File: config.mk
export PLATFORM = sky130hd
export DESIGN_NAME = uart_rx_ctrl
export DESIGN_NICKNAME = d
export VERILOG_FILES = /design/src/rtl/uart_rx_ctrl.sv
export SDC_FILE = /design/constraint.sdc
export NUM_CORES = 1
export LEC_CHECK = 0
export BUFFER_PORTS_ARGS = -buffer_cell sky130_fd_sc_hd__buf_2
export CAP_MARGIN = 0
export CORE_MARGIN = 5
export CORE_UTILIZATION = 40
export DETAILED_ROUTE_END_ITERATION = 7
export GPL_TIMING_DRIVEN = 0
export PLACE_DENSITY = 0.71
export REMOVE_ABC_BUFFERS = 1
export SLEW_MARGIN = 30
export SYNTH_ARGS = -nofsm -noshare
export SYNTH_HDL_FRONTEND = slang
export SYNTH_SLANG_ARGS = --single-unit
File: constraint.sdc
create_clock -name clk -period 2.4 [get_ports clk]
set_clock_uncertainty 0.1 [all_clocks]
set_input_delay 0 -clock clk [delete_from_list [all_inputs] [get_ports clk]]
set_output_delay 0 -clock clk [all_outputs]
set_load 0.05 [all_outputs]
File: src/rtl/uart_rx_ctrl.sv
// uart_rx_ctrl: buffers received bytes in a FIFO with host pop, sticky overrun and threshold irq.
// Optional character-timeout interrupt enabled by defining UART_RX_TIMEOUT_EN.
module uart_rx_ctrl #(
    parameter int DEPTH          = 8,
    parameter int AW             = 3,
    parameter int THRESH         = 4,
    parameter int TIMEOUT_CYCLES = 4000
) (
    input  logic          clk,
    input  logic          reset,
    input  logic [7:0]    rx_byte,
    input  logic          rx_ready,
    input  logic          rd_en,
    input  logic          clr_ovr,
    output logic [7:0]    rd_data,
    output logic          rd_valid,
    output logic          empty,
    output logic          full,
    output logic [AW:0]   count,
    output logic          overrun,
    output logic          irq
);
    logic [7:0]    mem [DEPTH];
    logic [AW-1:0] wptr, rptr;
    logic          rx_q, push_req, push_ok, pop_ok, drop, timeout_flag;
    logic [AW:0]   count_nxt;

    // A pop on a full FIFO frees the slot the coincident push needs.
    assign push_req  = rx_ready & ~rx_q;
    assign pop_ok    = rd_en & ~empty;
    assign push_ok   = push_req & (~full | pop_ok);
    assign drop      = push_req & full & ~pop_ok;
    assign count_nxt = count + (AW+1)'(push_ok) - (AW+1)'(pop_ok);

    always_ff @(posedge clk)
        if (push_ok) mem[wptr] <= rx_byte;

    always_ff @(posedge clk or posedge reset)
        if (reset) begin
            rx_q     <= 1'b0;
            wptr     <= '0;
            rptr     <= '0;
            rd_data  <= '0;
            rd_valid <= 1'b0;
            count    <= '0;
            empty    <= 1'b1;
            full     <= 1'b0;
            overrun  <= 1'b0;
            irq      <= 1'b0;
        end else begin
            rx_q     <= rx_ready;
            if (push_ok) wptr <= wptr + 1'b1;
            if (pop_ok) begin
                rptr    <= rptr + 1'b1;
                rd_data <= mem[rptr];
            end
            rd_valid <= pop_ok;
            count    <= count_nxt;
            empty    <= count_nxt == '0;
            full     <= count_nxt == (AW+1)'(DEPTH);
            overrun  <= drop | (overrun & ~clr_ovr);
            irq      <= (count >= (AW+1)'(THRESH)) | overrun | timeout_flag;
        end

`ifdef UART_RX_TIMEOUT_EN
    logic [15:0] idle_cnt;

    // Flag rises on the same edge the idle counter reaches its limit.
    always_ff @(posedge clk or posedge reset)
        if (reset) begin
            idle_cnt     <= '0;
            timeout_flag <= 1'b0;
        end else if (push_ok | pop_ok | empty) begin
            idle_cnt     <= '0;
            timeout_flag <= 1'b0;
        end else begin
            idle_cnt <= (idle_cnt == 16'(TIMEOUT_CYCLES)) ? idle_cnt : idle_cnt + 1'b1;
            if (idle_cnt >= 16'(TIMEOUT_CYCLES - 1)) timeout_flag <= 1'b1;
        end
`else
    assign timeout_flag = 1'b0;
`endif
endmodule

After elaboration in Yosys (flattened, before gate mapping)
Memories as Yosys holds them, arrays and structs flattened. A register that Yosys moved wholly into a read port is not among the register bits.
Cells that the tools add are included.
Storage, ports and cells
  bits in registers: 16
  latch bits: 0
  RAM bits: 64
  bits in read-only memories: 0
  logic and storage cells: 33
  memories: 1
Cells by class
  add/sub/neg operators: 4
  $mul: 0
  divide/modulo/power cells: 0
  $lt $le $gt $ge: 1
  equal/unequal tests: 1
  shift-type cells: 0
  muxes and demuxes: 2
  bitwise operators: 14
  reduce and logical (&&, ||, !) cells: 1
Memories
  mem: depth 8, width 8, rd ports 1, clocked after memory_dff 1, write ports 1, line 23  | logic [7:0] mem [DEPTH];
Operator list (count)
  $add 3x1->3 const B: 2
  $and 1x1->1: 6
  $not 1->1: 5
  $add 4x1->4: 1
  $eq 4x4->1 const B: 1
  $ge 4x3->1 const B: 1
  $logic_not 4->1: 1
  $sub 4x1->4: 1
  $or 1x1->1: 3
  $mux 1: 2

Logic depth before layout (Yosys ltp)
Gate-level depths: netlist of the first run.
  depth in word-level cells: 7
  mapped depth: 11
  gate-level depth less buffers: 11

Worst setup path after synthesis of the first run
No wires, ideal clock.
  kind: reg2reg
  start point: register empty
  end point: register full
  library setup time: 0.073 ns
  arrival time: 2.559 ns
  setup slack: -0.331 ns
  stages on the path, launching flop included: 12
  path buffers: 1
  cell sequence: dfstp_2 nand2b_4 inv_1 buf_4 ha_1 inv_1 ha_1 inv_1 fa_1 inv_1 or3_1 nor2b_1
Between the ends
  word-level cells in the longest chain between the ends: 7
Ends and longest elaborated chain
  start: declaration: line 17  | output logic empty,
  start signal: assignment: line 46  | empty <= 1'b1;
  start signal: assignment: line 59  | empty <= count_nxt == '0;
  $not 1->1 *: line 30  | assign pop_ok = rd_en & ~empty;
  $and 1x1->1 *: line 30
  net pop_ok: line 25  | logic rx_q, push_req, push_ok, pop_ok, drop, timeout_flag;
  $or 1x1->1: line 31  | assign push_ok = push_req & (~full | pop_ok);
  $and 1x1->1: line 31
  $add 4x1->4: line 33  | assign count_nxt = count + (AW+1)'(push_ok) - (AW+1)'(pop_ok);
  $sub 4x1->4 *: line 33
  net count_nxt[1]: line 26  | logic [AW:0] count_nxt;
  $eq 4x4->1 *: line 60  | full <= count_nxt == (AW+1)'(DEPTH);
  end signal: assignment: line 60
  end: declaration: line 18  | output logic full,
Mark *: on every way through the listed nets, which the timed path passes. The rest lies on a longest branch.
A chain may end at the register's enable or synchronous reset.

Worst setup path in the final report of the first run
  start point: register empty
  end point: register full
Between the ends
  word-level cells in the longest chain between the ends: 7
Ends and longest elaborated chain (line)
  $not 1->1 *: 30
  $and 1x1->1 *: 30
  $or 1x1->1: 31
  $and 1x1->1: 31
  $add 4x1->4: 33
  $sub 4x1->4 *: 33
  net count_nxt[1]: 26
  $eq 4x4->1 *: 60
Marks and branches as above.

==> reports/qor.yml, run 1 <==
netSwitchingFraction: 0.370
peakVddDrop_v: 0.000406
initial_core_util: 0.410
drive_above_1_share: 0.259
cts_buffer_depth: 2
routabilityCongestion: 0.724
critPathCaptureType: "register"
tightest_slew_ns: 0.951
p_per_area_nw_per_um2: 1210
fillers: 756
grt.total_usage: 0.125
final_cell_area_um2: 4230
first_pass_iters: 4
synth.avg_cell_area_um2: 15.6
synthFlopType: "edfxtp_1"
tns_ns: -0.0774
htreeDepth: 3
clkTransAtPathRegs_ns: 0.09
cts_tree: "done"
power_frac_comb: 0.360
placed_area_um2: 3790
die_area_um2: 10900
finalPower_uw: 5110
synth_seq_cells: 88
drc: 0
maxCapViolCount: 0
dr_total_vias: 1932
worst_ep_required_time_ns: 2.59
drt-total-wl_um: 6460
p_clk_frac: 0.228
setup_ws_ns: -0.0485
rsz0062_at_grt: "yes"
synthTopCellsByArea: "edfxtp_1 54%, dfrtp_1 16%, mux2i_1 9.0%"
die_x_um: 104
syn-cell-area_um2: 3560
reg2reg_depth: 10
failed_checks: "negative setup slack"
cts_sinks: 88
nets: 302
vias_per_cell: 4.90
cts_buffers: 9
area_delta_synth_final_pct: 19.0
crit_arrival_ns: 2.64
netlist_instances: 228
wl_per_cell_um: 16.4
grt_pass1_vias: 2041
p_leak_uw: 0.00168
ys_warn_count: 0
status: "finished with violations"
p_switching_uw: 1890
row_count: 34
dpl.hpwl_um: 4090
synth_top_area_frac: 0.540
start_kind: "register"
crit_fanout: 4
drv_slew: 0
slew_headroom: 0.364
crit_type: "reg -> reg"
max_freq_mhz: 408
synth-edff-count: 64
postRouteAntennaNets: 0
fp.coreArea_um2: 8680
min_path_type: "in -> reg"
place_ws_ns: -0.499
drt_iter0_drc: 75
yosysSeqAreaShare: 0.709
die_h_um: 104
grt_pass1_wl_um: 10400
grt_remaining_overflow: 0
insertion_delay_ns: 0.35
internal_power_uw: 3220
fin_crit_ns: 2.45
synth_cell_types: 30
grt_start_max_net_pins: 25
p_seq_frac: 0.411
antenna_found_initial: 0
hold_viol: 0
cts_root_buf: "clkbuf_8"
yosys.area.top_type: "edfxtp_1"
pin_count: 30
io_buffers: 29
antenna_cells: 0
async_flop_share: 0.273
min_period_over_period: 1.02
min_path_cells: 5
setup_violations: 2
-- layout by cell type (no fill, tap or decap), types with 2 or more instances in the layout --
cell type       n
ha_4            2
nor3_2          2
dfrtp_1        22
mux2i_1        32
inv_1           5
buf_4          10
inv_6           2
a22oi_1        16
edfxtp_1       64
nand2b_1        4
dlygate4sd3_1  11
bufinv_16       2
ha_1            5
xnor2_1         4
inv_2           5
nor2_1          8
nand2_1        25
clkbuf_8       10
buf_2          29
nand3_1         8
nor2b_1         3
-- sequential cells by signal, summed over array words and instances, names as in the netlist --
signal    cells
empty         1
count         4
full          1
overrun       1
wptr          3
rd_valid      1
irq           1
mem          64
rptr          3
rx_q          1
rd_data       8
-- final timing paths --
kind,start,end,slack (ns)
max in group asynchronous,reset,rptr[0],1.66
max reg2reg,empty,full,-0.05
min,rd_en,overrun,0.03
min reg2reg,rd_data[1],rd_data[1],0.37
max,empty,full,-0.05
min in group asynchronous,reset,rd_data[6],0.14
-- synth_stat cells (3+ instances only) --
master,count
xnor2_1,4
nor2_1,8
nand2b_1,4
nand3_1,8
dfrtp_1,23
a22oi_1,16
ha_1,7
nand2_1,25
mux2i_1,32
nor2b_1,3
edfxtp_1,64
inv_1,11
-- metal layers --
| layer | track usage | part of all wire | up-vias |
|---|---|---|---|
| met5 | 0 | 0 | - |
| met1 | 0.156 | 0.45 | 966 |
| met2 | 0.207 | 0.51 | 26 |
| li1 | - | - | 933 |
| met3 | 0.0255 | 0.028 | 7 |
| met4 | 0.0583 | 0.014 | 0 |
-- cell type report --
| class | count | area, µm² | area share |
|---|---|---|---|
| multi-input cells | 120 | 942 | 0.223 |
| clock buffers | 10 | 138 | 0.0325 |
| clock inverters | 6 | 97.6 | 0.0231 |
| well taps | 108 | 135 | 0.0319 |
| flip-flops and latches | 88 | 2520 | 0.597 |
| inverters | 11 | 45.0 | 0.0106 |
| repair buffers | 51 | 350 | 0.0828 |
-- through the flow --
stage | hold WS [ns] | utilization | instances
2_1_floorplan | -0.0861 | - | 219
5_1_grt | 0.0327 | 0.488 | 394
3_3_place_gp | 0.0236 | 0.432 | 356
6_report | 0.0304 | 0.488 | 394
3_5_place_dp | 0.0268 | 0.436 | 358
4_1_cts | 0.00979 | 0.485 | 391
-- what timing repair did --
action	4_1_cts	5_1_grt
pin swaps	3	2
hold buffers	11	0
endpoints found under the hold margin	89	0
buffers inserted	6	3
gates resized for setup	8	1
endpoints found under the setup margin	5	2
-- critical path, stage by stage, from the launching register on --
cell	delay, ns
dfstp_2	0.54
nand2b_4	0.16
clkinvlp_4	0.13
ha_4	0.25
inv_2	0.06
ha_4	0.12
inv_2	0.03
fa_1	0.49
inv_2	0.04
or3_4	0.36
nor2b_1	0.11
-- power groups by stage --
| stage | clock network (µW) | logic (µW) | registers (µW) |
|---|---|---|---|
| 3_3_place_gp | 0 | 1600 | 2200 |
| 5_1_grt | 1260 | 2010 | 2140 |
| 3_5_place_dp | 0 | 1740 | 2130 |
| 4_1_cts | 1190 | 1840 | 2100 |
| 2_1_floorplan | 0 | 836 | 2580 |
| 6_report | 1170 | 1840 | 2100 |
-- logic make-up (layout without fill, tap and decap cells) --
| group | after synthesis | after routing | synth area share |
|---|---|---|---|
| muxes | 33 | 33 | 0.0932 |
| adders and majority gates | 8 | 8 | 0.0302 |
| and+or+nand+nor | 53 | 53 | 0.0686 |
| DFF | 88 | 88 | 0.709 |
| xor gates and xnor gates | 6 | 6 | 0.0169 |
| buffers and inverters | 20 | 78 | 0.0369 |
| AOI/OAI and AO/OA | 20 | 20 | 0.0447 |
Power figures use the tool's default switching activity.
==> run 2: changes to the inputs <==
Settings changed: REMOVE_ABC_BUFFERS 1 to not set.
==> run 2 against run 1 <==
  * The run now ends clean
  * Combinational power up 5%
  * Critical path depth up 1
  * Highest routed layer unchanged
  * Clock-buffer cell count up 4
==> reports/qor.yml, run 2 (same netlist as run 1, synthesis figures left out) <==
io_buffers: 29  # unchanged
hold_viol: 0  # unchanged
grt.total_usage: 0.126  # +0.00129
grt_remaining_overflow: 0  # unchanged
drt_iter0_drc: 108  # +44%
grt_start_max_net_pins: 25  # unchanged
crit_fanout: 4  # unchanged
layout_commonest_cell: "edfxtp_1"
cts_root_buf: "clkbuf_8"
max_freq_mhz: 419  # +2.7%
cts_buffer_depth: 2  # unchanged
clkTransAtPathRegs_ns: 0.08  # about the same
dr_total_vias: 1923  # -0.47%
first_pass_iters: 4  # unchanged
pin_count: 30  # unchanged
drv_slew: 0  # unchanged
wl_per_cell_um: 16.6  # +1.5%
die_x_um: 104  # unchanged
r2r_setup_slack_ns: 0.01  # +0.06 ns
die_area_um2: 10900  # unchanged
finalPower_uw: 4860  # -4.9%
drive_above_1_share: 0.234  # -0.0245
maxCapViolCount: 0  # unchanged
nets: 302  # unchanged
most-common-layout-cells: "64 x edfxtp_1, 32 x mux2i_1, 31 x buf_2"
antenna_found_initial: 0  # unchanged
die_h_um: 104  # unchanged
start_kind: "register"
insertion_delay_ns: 0.34  # about the same
postRouteAntennaNets: 0  # unchanged
reg.largest.list: "mem (64), rd_data (8), count (4)"
reg2reg_depth: 11  # +1
vias_per_cell: 4.88  # -0.47%
routabilityCongestion: 0.744  # +2.9%
fin_crit_ns: 2.39  # -0.0634 ns
antenna_cells: 0  # unchanged
top_layer: "met4"
drc: 0  # unchanged
largest-register: "mem"
reg2reg_to: "full"
r2r-start: "empty"
worst_ep_required_time_ns: 2.57  # -0.02 ns
peakVddDrop_v: 0.000360  # -11%
grt_pass1_vias: 1980  # -3.0%
dpl.hpwl_um: 4150  # +1.6%
whs_ns: 0.135  # +0.104 ns
cts_buffers: 9  # unchanged
drt-total-wl_um: 6560  # +1.5%
wl_met2_um: 3340  # +0.72%
grt_pass1_wl_um: 10400  # -0.46%
row_count: 34  # unchanged
critPathCaptureType: "register"
p_per_area_nw_per_um2: 1160  # -3.7%
rsz0062_at_grt: "yes"
cts_sinks: 88  # unchanged
largest_register_ffs: 64  # unchanged
setup_violations: 0  # -2
cp-startpoint: "empty"
tightest_slew_ns: 0.895  # -0.0565 ns
status: "finished, final reports clean"
min_path_type: "in -> async"
min_period_over_period: 0.994  # -0.0264
initial_core_util: 0.410  # unchanged
fp.coreArea_um2: 8680  # unchanged
wl_met1_um: 2800  # -2.6%
p_leak_uw: 0.00167  # -1.0%
crit_arrival_ns: 2.56  # -0.08 ns
wl_met3_um: 311  # +72%
slew_headroom: 0.401  # +0.0378
cts_tree: "done"
htreeDepth: 3  # unchanged
crit_type: "reg -> reg"
area_delta_synth_final_pct: 17.5
syn-num-nets: 249
-- run 2: critical path, cell delays in order, from the launching register on --
cell,delay [ns]
dfstp_2,0.53
nand2b_4,0.15
a21oi_4,0.07
inv_2,0.07
ha_4,0.19
inv_2,0.06
ha_4,0.12
inv_2,0.03
fa_1,0.47
inv_1,0.05
or3_4,0.36
nor2b_1,0.10
-- run 2: worst max path at each step --
stage,end,slack (ns),cells after the start
2_1_floorplan,full,-0.18,11
3_3_place_gp,mem[1][7],-0.08,4
3_5_place_dp,full,-0.07,11
4_1_cts,full,0.004,11
5_1_grt,full,-0.11,11
6_report,full,0.01,11
-- run 2: per-stage QoR --
stage / setup WS (ns) / cells / utilization / TNS [ns] / instance area (µm²)
floorplan: -0.177 / 228 / - / -0.335 / 3590
global placement: -0.0835 / 365 / 0.446 / -1.38 / 3870
detailed placement: -0.0680 / 365 / 0.447 / -0.124 / 3880
CTS: 0.00410 / 394 / 0.481 / 0 / 4170
global route: -0.111 / 394 / 0.482 / -0.193 / 4180
finish: 0.0149 / 394 / 0.482 / 0 / 4180
-- run 2: repair_timing --
action / CTS / global route
buffers inserted: 1 / 0
hold buffers: 13 / 0
pin swaps: 0 / 0
gates resized for setup: 2 / 1
cloned: 0 / 0
hold endpoints to repair: 92 / 0
endpoints found under the setup margin: 2 / 2
-- run 2: final cells by class --
type	count	area (µm²)
buffer	8	82.6
sequential	88	2520
clock inverter	2	10.0
fill	749	4500
multi-input combinational	120	950
timing repair buffer	43	283
inverter	11	43.8
tap	108	135
clock buffer	14	153
-- run 2: power breakdown --
part,leakage (µW),internal [µW],total (µW),switching [µW]
combinational,0.000720,724,1930,1210
clock,0.0000844,404,869,466
sequential,0.000863,1900,2060,155
total,0.00167,3030,4860,1830
-- run 2: per-layer routing --
metal	global-route usage	up-vias
met1	0.156	946
li1	-	934
met5	0	-
met2	0.211	36
met3	0.0310	7
met4	0.0500	0
==> run 3: changes to the inputs <==
Settings changed: CORE_UTILIZATION 40 to 50, PLACE_DENSITY 0.71 to 0.83.
==> run 3 against run 2 <==
  * The run now ends with negative setup slack left
  * Via count is 3.6% higher
  * Non-clock buffer count up 2
  * Critical path depth stayed put
  * Cell count down 2.5%
  * Sequential cell count unchanged
  * Core utilization increased by 14 points
  * First-iteration DRC count increased by 45%
==> reports/qor.yml, run 3 (same netlist as run 1, synthesis figures left out) <==
largest_register_ffs: 64  # unchanged
first_pass_iters: 4  # unchanged
path_cells: "nand2b_4, a21oi_4, inv_2, ha_4, inv_4, ha_4, inv_2, fa_1, inv_1, or3_4, nor2b_2"
cpPeakStageDelay_ns: 0.53  # about the same
insertion_delay_ns: 0.35  # about the same
io_buffers: 29  # unchanged
worst_ep_required_time_ns: 2.58  # about the same
drt_iter0_drc: 157  # +45%
cts_buffers: 9  # unchanged
placed_area_um2: 3860  # -0.39%
dr_total_vias: 1992  # +3.6%
die_h_um: 94.3  # -9.5%
p_clk_frac: 0.226  # +0.047
peakVddDrop_v: 0.000534  # +48%
setup_ws_ns: -0.0287  # -0.0437 ns
internal_power_uw: 3330  # +9.8%
crit_arrival_ns: 2.61  # +0.05 ns
antenna_found_initial: 0  # unchanged
setup_violations: 1  # +1
drt-total-wl_um: 6980  # +6.4%
fin_crit_ns: 2.43  # +0.0437 ns
p_leak_uw: 0.00172  # +2.9%
grt_remaining_overflow: 0  # unchanged
min_period_over_period: 1.01  # +0.0182
crit_fanout: 4  # unchanged
grt_start_max_net_pins: 25  # unchanged
htreeDepth: 3  # unchanged
nets: 304  # +0.66%
tightest_slew_ns: 0.852  # -0.0429 ns
place_ws_ns: -0.0960  # -0.0280 ns
p_switching_uw: 1920  # +4.9%
drive_above_1_share: 0.260  # +0.0262
reg2reg_depth: 11  # unchanged
syn-num-nets: 249  # unchanged
die_x_um: 94.3  # -9.5%
cts_buffer_depth: 2  # unchanged
regArea_um2: 2520  # unchanged
grt_pass1_vias: 2065  # +4.3%
max_freq_mhz: 412  # -1.8%
clkTransAtPathRegs_ns: 0.08  # about the same
fp.coreArea_um2: 6870  # -21%
crit_slowest_cell: "dfstp_2"
r2r-start: "empty"
fin_util: 0.620  # +0.138
rsz0062_at_grt: "yes"
die_area_um2: 8900  # -18%
reg2reg_to: "full"
slew_headroom: 0.430  # +0.0287
failed_checks: "negative setup slack"
row_count: 30  # -12%
initial_core_util: 0.518  # +0.108
drv_slew: 0  # unchanged
min_path_type: "in -> async"
p_seq_frac: 0.393  # -0.030
vias_per_cell: 5.19  # +6.3%
start_kind: "register"
hold_viol: 0  # unchanged
postRouteAntennaNets: 0  # unchanged
reg.largest.list: "mem (64), rd_data (8), count (4)"
netSwitchingFraction: 0.366  # -0.0109
status: "finished with violations"
cts_root_buf: "clkbuf_8"
largest-register: "mem"
cts_tree: "done"
drc: 0  # unchanged
grt_pass1_wl_um: 10900  # +5.2%
fillers: 478  # -36%
endpoint: "full"
dpl.hpwl_um: 4270  # +2.8%
cp-startpoint: "empty"
multi_input_area_um2: 955  # +0.53%
layout_commonest_cell: "edfxtp_1"
pin_count: 30  # unchanged
power_frac_comb: 0.381  # -0.017
cts_sinks: 88  # unchanged
wl_per_cell_um: 18.2  # +9.1%
r2r_setup_slack_ns: -0.03  # -0.04 ns
p_per_area_nw_per_um2: 1230  # +6.0%
crit_type: "reg -> reg"
most-common-layout-cells: "64 x edfxtp_1, 32 x mux2i_1, 31 x buf_2"
critPathCaptureType: "register"
antenna_cells: 0  # unchanged
final_cell_area_um2: 4260  # +1.9%
routabilityCongestion: 0.793  # +6.5%
grt.total_usage: 0.170  # +0.0441
maxCapViolCount: 0  # unchanged
area_delta_synth_final_pct: 19.7
## run 3: cell types whose count changed in the layout (fill, tap and decap cells not counted), sizes merged
cell    before  now
clkbuf      16   11
clkinv       2    4
bufinv       0    3
buf         36   38
## run 3: per-layer routing
layer | vias to the layer above | part of all wire | global-route usage
li1 | 945 | - | -
met1 | 985 | 0.41 | 0.218
met2 | 50 | 0.53 | 0.275
met3 | 12 | 0.046 | 0.0398
met4 | 0 | 0.018 | 0.0818
met5 | - | 0 | 0
## run 3: timing repair
item,CTS,global route
pin swaps,0,1
endpoints found under the setup margin,2,2
hold buffers,13,0
resized for setup,2,5
hold endpoints to repair,94,0
buffers inserted,1,2
## run 3: worst min-delay path by stage
stage / from / endpoint / slack [ns]
2_1_floorplan: reset / count[0] / -0.09
3_3_place_gp: rx_ready / rx_q / 0.03
3_5_place_dp: rx_ready / rx_q / 0.04
4_1_cts: rx_ready / rx_q / 0.20
5_1_grt: reset / rd_valid / 0.19
6_report: reset / rptr[2] / 0.13
## run 3: worst max-delay path, delay by kind of cell, from the launching register on
kind,cells,cell delay [ns]
simple gates,3,0.66
flops,1,0.53
fa+ha+maj,3,0.80
compound gates,1,0.06
buf+inv,4,0.20
## run 3: power by group through the flow
| stage | sequential, µW | clock (µW) | combinational, µW |
|---|---|---|---|
| 4_1_cts | 2060 | 1200 | 1970 |
| 2_1_floorplan | 2490 | 0 | 1080 |
| 6_report | 2060 | 1190 | 2000 |
| 3_3_place_gp | 2070 | 0 | 1870 |
| 5_1_grt | 2090 | 1270 | 2150 |
| 3_5_place_dp | 2100 | 0 | 1920 |
## run 3: per-stage QoR
stage	std cells	TNS [ns]	hold WS, ns	power, µW
3_3_place_gp	353	-0.113	0.0267	3940
4_1_cts	382	0	0.203	5230
3_5_place_dp	353	-0.176	0.0385	4020
6_report	384	-0.0287	0.134	5250
5_1_grt	384	-0.190	0.188	5520
2_1_floorplan	228	-0.335	-0.0861	3560
## run 3: final cells by class
| cell class | count | area share |
|---|---|---|
| buffer | 8 | 0.0194 |
| clock buffer | 9 | 0.0291 |
| clock inverter | 7 | 0.0259 |
| inverter | 11 | 0.0109 |
| multi-input combinational | 120 | 0.224 |
| sequential | 88 | 0.593 |
| tap | 96 | 0.0282 |
| timing repair buffer | 45 | 0.0699 |
